`src/rtl/ddr3_cmd_decoder_if.sv`:
```
// DDR3 command bus as seen by a DRAM-side monitor, plus the monitor's decoded results.
// master = controller/bench side driving the bus, slave = the decoder.
interface ddr3_cmd_decoder_if #(
  parameter int unsigned ADDR_BITS = 13
);
  logic                 rst_n_in;
  logic                 cke;
  logic                 cs_n;
  logic                 ras_n;
  logic                 cas_n;
  logic                 we_n;
  logic [2:0]           ba;
  logic [ADDR_BITS-1:0] addr;

  logic                 cmd_valid;
  logic [2:0]           cmd_code;
  logic [2:0]           cmd_ba;
  logic [ADDR_BITS-1:0] cmd_addr;
  logic [ADDR_BITS-1:0] mr0;
  logic [ADDR_BITS-1:0] mr1;
  logic [ADDR_BITS-1:0] mr2;
  logic [ADDR_BITS-1:0] mr3;
  logic [7:0]           bank_open;
  logic                 init_done;
  logic                 err;
  logic [2:0]           err_code;
  logic                 err_sticky;

  modport master (
    output rst_n_in, cke, cs_n, ras_n, cas_n, we_n, ba, addr,
    input  cmd_valid, cmd_code, cmd_ba, cmd_addr, mr0, mr1, mr2, mr3,
           bank_open, init_done, err, err_code, err_sticky
  );

  modport slave (
    input  rst_n_in, cke, cs_n, ras_n, cas_n, we_n, ba, addr,
    output cmd_valid, cmd_code, cmd_ba, cmd_addr, mr0, mr1, mr2, mr3,
           bank_open, init_done, err, err_code, err_sticky
  );
endinterface

```
`src/rtl/ddr3_cmd_decoder.sv`:
```
// DRAM-side DDR3 command decoder: tracks the init sequence, mode registers and open banks,
// and flags ordering/timing violations. Inputs are sampled once, then decoded a cycle later.
module ddr3_cmd_decoder #(
  parameter int unsigned ADDR_BITS = 13,
  parameter int unsigned TMRD      = 4,
  parameter int unsigned TMOD      = 12,
  parameter int unsigned TZQINIT   = 512,
  parameter int unsigned TRCD      = 6
) (
  input  logic              clk,
  input  logic              rst,
  ddr3_cmd_decoder_if.slave bus
);
  localparam int unsigned CW = 10;
  localparam int unsigned ZW = $clog2(TZQINIT + 1);
  localparam logic [CW-1:0] CNT_MAX = '1;

  localparam logic [2:0] C_MRS = 3'd0, C_REF = 3'd1, C_PRE = 3'd2, C_ACT = 3'd3;
  localparam logic [2:0] C_WR  = 3'd4, C_RD  = 3'd5, C_ZQC = 3'd6, C_NOP = 3'd7;
  localparam logic [2:0] E_NONE = 3'd0, E_ORDER = 3'd1, E_TMRD = 3'd2, E_TMOD = 3'd3;
  localparam logic [2:0] E_TZQ  = 3'd4, E_BANK  = 3'd5, E_RWCL = 3'd6, E_TRCD = 3'd7;

  typedef enum logic [3:0] {
    S_RST, S_CKE, S_MR2, S_MR3, S_MR1, S_MR0, S_ZQ, S_ZQW, S_RDY
  } state_t;

  state_t               r_state, w_state_nxt, w_mr_adv;
  logic                 r_rst_n, r_cke, r_cs_n;
  logic [2:0]           r_code, r_ba, w_exp_ba, w_err;
  logic [ADDR_BITS-1:0] r_addr;
  logic [CW-1:0]        r_gap, r_act_cnt, w_gap, w_since;
  logic                 r_gap_vld, r_act_vld, w_is_cmd, w_mr_we, w_act_hit, w_init_nxt;
  logic [2:0]           r_act_ba;
  logic [ZW-1:0]        r_zq, w_zq_nxt;
  logic [7:0]           r_bank_open, w_bank_nxt;
  logic [ADDR_BITS-1:0] r_mr [4];
  logic                 r_cmd_valid, r_init_done, r_err, r_err_sticky;
  logic [2:0]           r_cmd_code, r_cmd_ba, r_err_code;
  logic [ADDR_BITS-1:0] r_cmd_addr;

  // Input sample stage
  always_ff @(posedge clk or posedge rst) begin
    if (rst) begin
      r_rst_n <= 1'b0;
      r_cke   <= 1'b0;
      r_cs_n  <= 1'b1;
      r_code  <= C_NOP;
      r_ba    <= '0;
      r_addr  <= '0;
    end else begin
      r_rst_n <= bus.rst_n_in;
      r_cke   <= bus.cke;
      r_cs_n  <= bus.cs_n;
      r_code  <= {bus.ras_n, bus.cas_n, bus.we_n};
      r_ba    <= bus.ba;
      r_addr  <= bus.addr;
    end
  end

  assign w_is_cmd = !r_cs_n && r_cke && (r_code != C_NOP);
  // Effective distance to the previous event: saturates, and reads max when no event is on record
  assign w_gap    = !r_gap_vld ? CNT_MAX : ((r_gap == CNT_MAX) ? CNT_MAX : r_gap + CW'(1));
  assign w_since  = !r_act_vld ? CNT_MAX : ((r_act_cnt == CNT_MAX) ? CNT_MAX : r_act_cnt + CW'(1));

  always_comb begin
    w_exp_ba = 3'd0;
    w_mr_adv = r_state;
    case (r_state)
      S_MR2:   begin w_exp_ba = 3'd2; w_mr_adv = S_MR3; end
      S_MR3:   begin w_exp_ba = 3'd3; w_mr_adv = S_MR1; end
      S_MR1:   begin w_exp_ba = 3'd1; w_mr_adv = S_MR0; end
      S_MR0:   begin w_exp_ba = 3'd0; w_mr_adv = S_ZQ;  end
      default: ;
    endcase
  end

  always_comb begin
    w_state_nxt = r_state;
    w_err       = E_NONE;
    w_mr_we     = 1'b0;
    w_act_hit   = 1'b0;
    w_bank_nxt  = r_bank_open;
    w_init_nxt  = r_init_done;
    w_zq_nxt    = r_zq;
    case (r_state)
      S_RST: if (r_rst_n) w_state_nxt = S_CKE;
      S_CKE: begin
        if (r_cke) w_state_nxt = S_MR2;
        if (w_is_cmd) w_err = E_ORDER;
      end
      S_MR2, S_MR3, S_MR1, S_MR0: if (w_is_cmd) begin
        if (r_code == C_MRS && r_ba == w_exp_ba) begin
          w_mr_we     = 1'b1;
          w_state_nxt = w_mr_adv;
          if (w_gap < CW'(TMRD)) w_err = E_TMRD;
        end else begin
          w_err = E_ORDER;
        end
      end
      S_ZQ: if (w_is_cmd) begin
        if (r_code == C_ZQC && r_addr[10]) begin
          w_zq_nxt    = ZW'(TZQINIT - 1);
          w_state_nxt = S_ZQW;
          if (w_gap < CW'(TMOD)) w_err = E_TMOD;
        end else begin
          w_err = E_ORDER;
        end
      end
      S_ZQW: begin
        if (w_is_cmd) w_err = E_TZQ;
        w_zq_nxt = r_zq - ZW'(1);
        // Leave one cycle early so a command exactly TZQINIT cycles after ZQCL is legal
        if (r_zq <= ZW'(1)) begin
          w_zq_nxt    = '0;
          w_state_nxt = S_RDY;
          w_init_nxt  = 1'b1;
        end
      end
      S_RDY: if (w_is_cmd) begin
        case (r_code)
          C_ACT: begin
            if (r_bank_open[r_ba]) w_err = E_BANK;
            w_bank_nxt[r_ba] = 1'b1;
            w_act_hit        = 1'b1;
          end
          C_PRE: begin
            if (r_addr[10]) w_bank_nxt = '0;
            else            w_bank_nxt[r_ba] = 1'b0;
          end
          C_RD, C_WR: begin
            if (!r_bank_open[r_ba])                                 w_err = E_RWCL;
            else if (r_ba == r_act_ba && w_since < CW'(TRCD))       w_err = E_TRCD;
          end
          C_MRS: begin
            if (|r_bank_open) w_err = E_BANK;
            w_mr_we = 1'b1;
          end
          C_REF, C_ZQC: if (|r_bank_open) w_err = E_BANK;
          default: ;
        endcase
      end
      default: w_state_nxt = S_RST;
    endcase
    if (!r_rst_n) begin
      w_state_nxt = S_RST;
      w_err       = E_NONE;
      w_mr_we     = 1'b0;
      w_act_hit   = 1'b0;
      w_bank_nxt  = '0;
      w_init_nxt  = 1'b0;
    end
  end

  always_ff @(posedge clk or posedge rst) begin
    if (rst) begin
      r_state      <= S_RST;
      r_gap        <= '0;
      r_gap_vld    <= 1'b0;
      r_act_cnt    <= '0;
      r_act_vld    <= 1'b0;
      r_act_ba     <= '0;
      r_zq         <= '0;
      r_bank_open  <= '0;
      r_init_done  <= 1'b0;
      r_cmd_valid  <= 1'b0;
      r_cmd_code   <= '0;
      r_cmd_ba     <= '0;
      r_cmd_addr   <= '0;
      r_err        <= 1'b0;
      r_err_code   <= '0;
      r_err_sticky <= 1'b0;
      for (int i = 0; i < 4; i++) r_mr[i] <= '0;
    end else begin
      r_state     <= w_state_nxt;
      r_zq        <= w_zq_nxt;
      r_bank_open <= w_bank_nxt;
      r_init_done <= w_init_nxt;
      if (w_is_cmd)               r_gap <= '0;
      else if (r_gap != CNT_MAX)  r_gap <= r_gap + CW'(1);
      if (w_state_nxt == S_RST || r_state == S_RST || r_state == S_CKE) r_gap_vld <= 1'b0;
      else if (w_is_cmd)                                                 r_gap_vld <= 1'b1;
      if (!r_rst_n) begin
        r_act_vld <= 1'b0;
      end else if (w_act_hit) begin
        r_act_vld <= 1'b1;
        r_act_cnt <= '0;
        r_act_ba  <= r_ba;
      end else if (r_act_cnt != CNT_MAX) begin
        r_act_cnt <= r_act_cnt + CW'(1);
      end
      if (!r_rst_n) begin
        for (int i = 0; i < 4; i++) r_mr[i] <= '0;
      end else if (w_mr_we) begin
        r_mr[r_ba[1:0]] <= r_addr;
      end
      r_cmd_valid <= w_is_cmd;
      if (w_is_cmd) begin
        r_cmd_code <= r_code;
        r_cmd_ba   <= r_ba;
        r_cmd_addr <= r_addr;
      end
      r_err      <= (w_err != E_NONE);
      r_err_code <= w_err;
      if (w_err != E_NONE) r_err_sticky <= 1'b1;
    end
  end

  assign bus.cmd_valid  = r_cmd_valid;
  assign bus.cmd_code   = r_cmd_code;
  assign bus.cmd_ba     = r_cmd_ba;
  assign bus.cmd_addr   = r_cmd_addr;
  assign bus.mr0        = r_mr[0];
  assign bus.mr1        = r_mr[1];
  assign bus.mr2        = r_mr[2];
  assign bus.mr3        = r_mr[3];
  assign bus.bank_open  = r_bank_open;
  assign bus.init_done  = r_init_done;
  assign bus.err        = r_err;
  assign bus.err_code   = r_err_code;
  assign bus.err_sticky = r_err_sticky;
endmodule
```
`src/flat_wrapper.sv`:
```
// flat-port wrapper written by rule: the top's interface ports become plain ports
module ddr3_cmd_decoder_flat 
#(
  parameter int unsigned ADDR_BITS = 13,
  parameter int unsigned TMRD      = 4,
  parameter int unsigned TMOD      = 12,
  parameter int unsigned TZQINIT   = 512,
  parameter int unsigned TRCD      = 6
)
  (clk, rst, bus_rst_n_in, bus_cke, bus_cs_n, bus_ras_n, bus_cas_n, bus_we_n, bus_ba, bus_addr, bus_cmd_valid, bus_cmd_code, bus_cmd_ba, bus_cmd_addr, bus_mr0, bus_mr1, bus_mr2, bus_mr3, bus_bank_open, bus_init_done, bus_err, bus_err_code, bus_err_sticky);
  ddr3_cmd_decoder_if #(.ADDR_BITS(ADDR_BITS)) bus_i ();
  input  logic clk;
  input  logic rst;
  input wire logic [$bits(bus_i.rst_n_in)-1:0] bus_rst_n_in;
  input wire logic [$bits(bus_i.cke)-1:0] bus_cke;
  input wire logic [$bits(bus_i.cs_n)-1:0] bus_cs_n;
  input wire logic [$bits(bus_i.ras_n)-1:0] bus_ras_n;
  input wire logic [$bits(bus_i.cas_n)-1:0] bus_cas_n;
  input wire logic [$bits(bus_i.we_n)-1:0] bus_we_n;
  input wire logic [$bits(bus_i.ba)-1:0] bus_ba;
  input wire logic [$bits(bus_i.addr)-1:0] bus_addr;
  output wire logic [$bits(bus_i.cmd_valid)-1:0] bus_cmd_valid;
  output wire logic [$bits(bus_i.cmd_code)-1:0] bus_cmd_code;
  output wire logic [$bits(bus_i.cmd_ba)-1:0] bus_cmd_ba;
  output wire logic [$bits(bus_i.cmd_addr)-1:0] bus_cmd_addr;
  output wire logic [$bits(bus_i.mr0)-1:0] bus_mr0;
  output wire logic [$bits(bus_i.mr1)-1:0] bus_mr1;
  output wire logic [$bits(bus_i.mr2)-1:0] bus_mr2;
  output wire logic [$bits(bus_i.mr3)-1:0] bus_mr3;
  output wire logic [$bits(bus_i.bank_open)-1:0] bus_bank_open;
  output wire logic [$bits(bus_i.init_done)-1:0] bus_init_done;
  output wire logic [$bits(bus_i.err)-1:0] bus_err;
  output wire logic [$bits(bus_i.err_code)-1:0] bus_err_code;
  output wire logic [$bits(bus_i.err_sticky)-1:0] bus_err_sticky;
  assign bus_i.rst_n_in = bus_rst_n_in;
  assign bus_i.cke = bus_cke;
  assign bus_i.cs_n = bus_cs_n;
  assign bus_i.ras_n = bus_ras_n;
  assign bus_i.cas_n = bus_cas_n;
  assign bus_i.we_n = bus_we_n;
  assign bus_i.ba = bus_ba;
  assign bus_i.addr = bus_addr;
  assign bus_cmd_valid = bus_i.cmd_valid;
  assign bus_cmd_code = bus_i.cmd_code;
  assign bus_cmd_ba = bus_i.cmd_ba;
  assign bus_cmd_addr = bus_i.cmd_addr;
  assign bus_mr0 = bus_i.mr0;
  assign bus_mr1 = bus_i.mr1;
  assign bus_mr2 = bus_i.mr2;
  assign bus_mr3 = bus_i.mr3;
  assign bus_bank_open = bus_i.bank_open;
  assign bus_init_done = bus_i.init_done;
  assign bus_err = bus_i.err;
  assign bus_err_code = bus_i.err_code;
  assign bus_err_sticky = bus_i.err_sticky;
  ddr3_cmd_decoder #(.ADDR_BITS(ADDR_BITS), .TMRD(TMRD), .TMOD(TMOD), .TZQINIT(TZQINIT), .TRCD(TRCD)) u_core (.clk(clk), .rst(rst), .bus(bus_i));
endmodule
```
`config.mk`:
```
export PLATFORM = sky130hd
export DESIGN_NAME = ddr3_cmd_decoder_flat
export DESIGN_NICKNAME = d
export VERILOG_FILES = /design/src/rtl/ddr3_cmd_decoder_if.sv /design/src/rtl/ddr3_cmd_decoder.sv /design/src/flat_wrapper.sv
export SDC_FILE = /design/constraint.sdc
export NUM_CORES = 1
export LEC_CHECK = 0
export ABC_AREA = 0
export CAP_MARGIN = 15
export CORE_ASPECT_RATIO = 1.5
export CORE_UTILIZATION = 54
export DETAILED_ROUTE_END_ITERATION = 10
export MAX_ROUTING_LAYER = met4
export PLACE_DENSITY_LB_ADDON = 0.1
export SKIP_CTS_REPAIR_TIMING = 1
export SLEW_MARGIN = 10
export SYNTH_ARGS = -nofsm -noshare
export SYNTH_HDL_FRONTEND = slang
export SYNTH_SLANG_ARGS = --single-unit
```
`constraint.sdc`:
```
create_clock -name clk -period 6.02 [get_ports clk]
set_input_delay 0.903 -clock clk [delete_from_list [all_inputs] [get_ports clk]]
set_output_delay 0.903 -clock clk [all_outputs]
set_load 0.03 [all_outputs]
```
==> metrics.cfg <==
[synthesis]
syn_area_per_cell_sq_um=10.5
synthesis.nets=668
synth-edff-count=0
ys.flop_type=dfrtp_1
ys_types=61
syn_inst=640
synth.yosys.warnings=0
ys_async_sr_fraction_pct=100
syn_area_sq_um=6750
synth.yosys.seq_area_share_pct=54.6
ys_ff_latch=147

[cts]
clock_sinks=147
clkSlewWorstSetupHoldPaths_ns=0.06
clock_path_buffers=2
cts_root_buf=clkbuf_16
cts_tree=done
clock_insertion_delay_worst_skew_ns=0.42
tritoncts.num_buffers=17
cts-htree-levels=4

[cells_and_area]
num-fill-cells=864
multi_input_comb_area_sq_um=2870
area.sequential_sq_um=3680
postLayoutCellArea_sq_um=8510
most_common_cell_after_layout_fill_and_taps_aside=dfrtp_1
utilization_after_layout_pct=70.5
area_delta_synth_final_pct=26.2
net_count_final=762
count_of_inserted_antenna_diode_cells=0
post_route_cells_drive_above_1_share_pct=9.24
most-common-layout-cells=dfrtp_1, clkdlybuf4s50_1, nor2_1

[setup_path]
startpoint_type=flop
worst_ep_required_time_ns=6.29
timing.critical_path.arrival_ns=3.48
timing.setup.critical_path_class=flop to flop
cp-end-kind=flop
critPathMaxFanout=14
regToRegSetupSlack_ns=2.81

[power_and_ir_drop]
p_sw_share_pct=28.5
power_density_nw_per_um2=302
internal-power_w=0.00184
p_sw_w=0.000734
leakage_nw=3.89
comb_power_share_pct=13.1
total_power_w=0.00257
p_clk_share_pct=42.3
maximum_resistive_drop_on_vdd_mv=0.219
power.share.sequential_pct=44.6

[floorplan]
core_region_area_sq_um=12100
floorplan.initialDensity_pct=55.9
chipHeight_um=139
rows=49
dieWidth_um=93.3
design.die.area_sq_um=13000
ioPinCount=110

[drt]
drt_iter0_drc=372
post_drt_wl_per_cell_um=17.7
ant_nets=0
dr_total_vias=5242
drt_first_pass_iters=5
totalWireLength_um=15900
viasPerCell=5.82
drc=0

[timing]
report.final.slew_viol_count=0
worst_hold_slack_across_all_endpoints_ns=0.472
fin_crit_sh_pct=53.3
setup-violations-final=0
setup_repair_after_global_routing_missed_its_margin=no
worstMarginPinSlew_ns=1.01
final_hold_viol_count=0
final.min_clock_period_ns=3.21
final.setup.tns_ns=0
final.setup_skew_ns=0.0103
relSlewSlack_pct=32.0
max_clock_freq_ghz=0.312

[global_route]
groute.usage.overall_pct=27.3
grt_pass1_wl_um=26800
grt_start_max_net_pins=105
grt-ovfl-total=0
via_count_of_the_first_global_routing_pass=5558
antenna_violations_before_repair=0

[place]
gp_congestion=0.977
detailed_place.area_sq_um=7900
io_buffer_count=109
dp_wirelength_um=11000

[job]
max-cap-violations=0

[worst_hold_path]
hold_class=flop to flop

[status]
status=complete, no violations

-- Yosys cell counts, types with 10 or more instances --
cell | count | area [sq um]
dfrtp_1 | 143 | 3580
nor2_1 | 107 | 402
mux2i_1 | 57 | 571
a21oi_1 | 39 | 195
nand2_1 | 38 | 143
clkbuf_1 | 29 | 109
o21ai_0 | 27 | 135
mux2_2 | 20 | 225
a31oi_1 | 16 | 100
nand3_1 | 11 | 55.1
and3_1 | 10 | 62.6
inv_1 | 10 | 37.5
nand4_1 | 10 | 62.6
-- flip-flops by register name, indices dropped and copies added, names as in the netlist, 4 cells and up --
name	flops
u_core.r_state	4
u_core.r_zq	10
u_core.bus.mr3	13
u_core.bus.mr1	13
u_core.r_gap	10
u_core.r_act_cnt	10
u_core.r_addr	13
u_core.bus.mr0	13
u_core.bus.bank_open	8
u_core.bus.mr2	13
u_core.bus.cmd_addr	13
-- area by class of cell --
type                       count  area share (%)
clock buffer                  17            5.00
clock inverter                15            2.16
inverter                      10           0.500
multi-input combinational    446            33.7
sequential                   147            43.3
tap                          153            2.25
timing repair buffer         112            13.1
-- power groups by stage --
stage / Sequential (W) / Combinational (W) / Clock [W]
2_1_floorplan: 0.00117 / 0.000212 / 0
3_3_place_gp: 0.00116 / 0.000332 / 0
3_5_place_dp: 0.00116 / 0.000338 / 0
4_1_cts: 0.00115 / 0.000341 / 0.00111
5_1_grt: 0.00116 / 0.000373 / 0.00116
6_report: 0.00115 / 0.000338 / 0.00109
-- metrics by stage --
| step | cells | setup slack, ns |
|---|---|---|
| after floorplan | 640 | 1.17 |
| after global placement | 868 | 2.92 |
| after detailed placement | 868 | 2.82 |
| after CTS | 900 | 2.80 |
| after global routing | 900 | 2.62 |
| final | 900 | 2.81 |
-- worst paths after layout --
check                                                   from                                 to  cells past startpoint
min in group asynchronous                                rst   u_core.bus.init_done$_DFFE_PP0P_                      2
hold / removal             u_core.bus.err_sticky$_DFFE_PP0P_  u_core.bus.err_sticky$_DFFE_PP0P_                      1
setup / recovery                 u_core.r_state[0]$_DFF_PP0_     u_core.bus.mr3[10]$_DFFE_PP0P_                      8
hold reg to reg            u_core.bus.err_sticky$_DFFE_PP0P_  u_core.bus.err_sticky$_DFFE_PP0P_                      1
setup reg to reg                 u_core.r_state[0]$_DFF_PP0_     u_core.bus.mr3[10]$_DFFE_PP0P_                      8
max in group asynchronous                                rst        u_core.r_gap[8]$_DFFE_PP0P_                      3
-- cells by family after synthesis --
family,after synthesis,synth area share (%)
fa+ha+maj,4,0.742
simple gates,235,17.4
compound gates,112,10.1
flops,147,54.6
buf+inv,47,3.04
mux,77,11.8
xor+xnor,18,2.34
-- critical path, stage by stage (launching register included) --
cell and delay (ns):
dfrtp_1 0.52, or4b_1 0.59, and3_4 0.21, nor4b_4 0.39, and3_4 0.27, a31o_4 0.12
and2b_1 0.61, mux2i_1 0.28, nor2_1 0.06
-- layer usage --
metal / up-vias / global-route usage [%] / wire (um)
met4: 0 / 12.4 / 427
met5: - / - / 0
met1: 2575 / 31.7 / 6630
met2: 178 / 43.8 / 8060
met3: 37 / 7.46 / 840
li1: 2452 / - / -
Power figures use the tool's default switching activity.
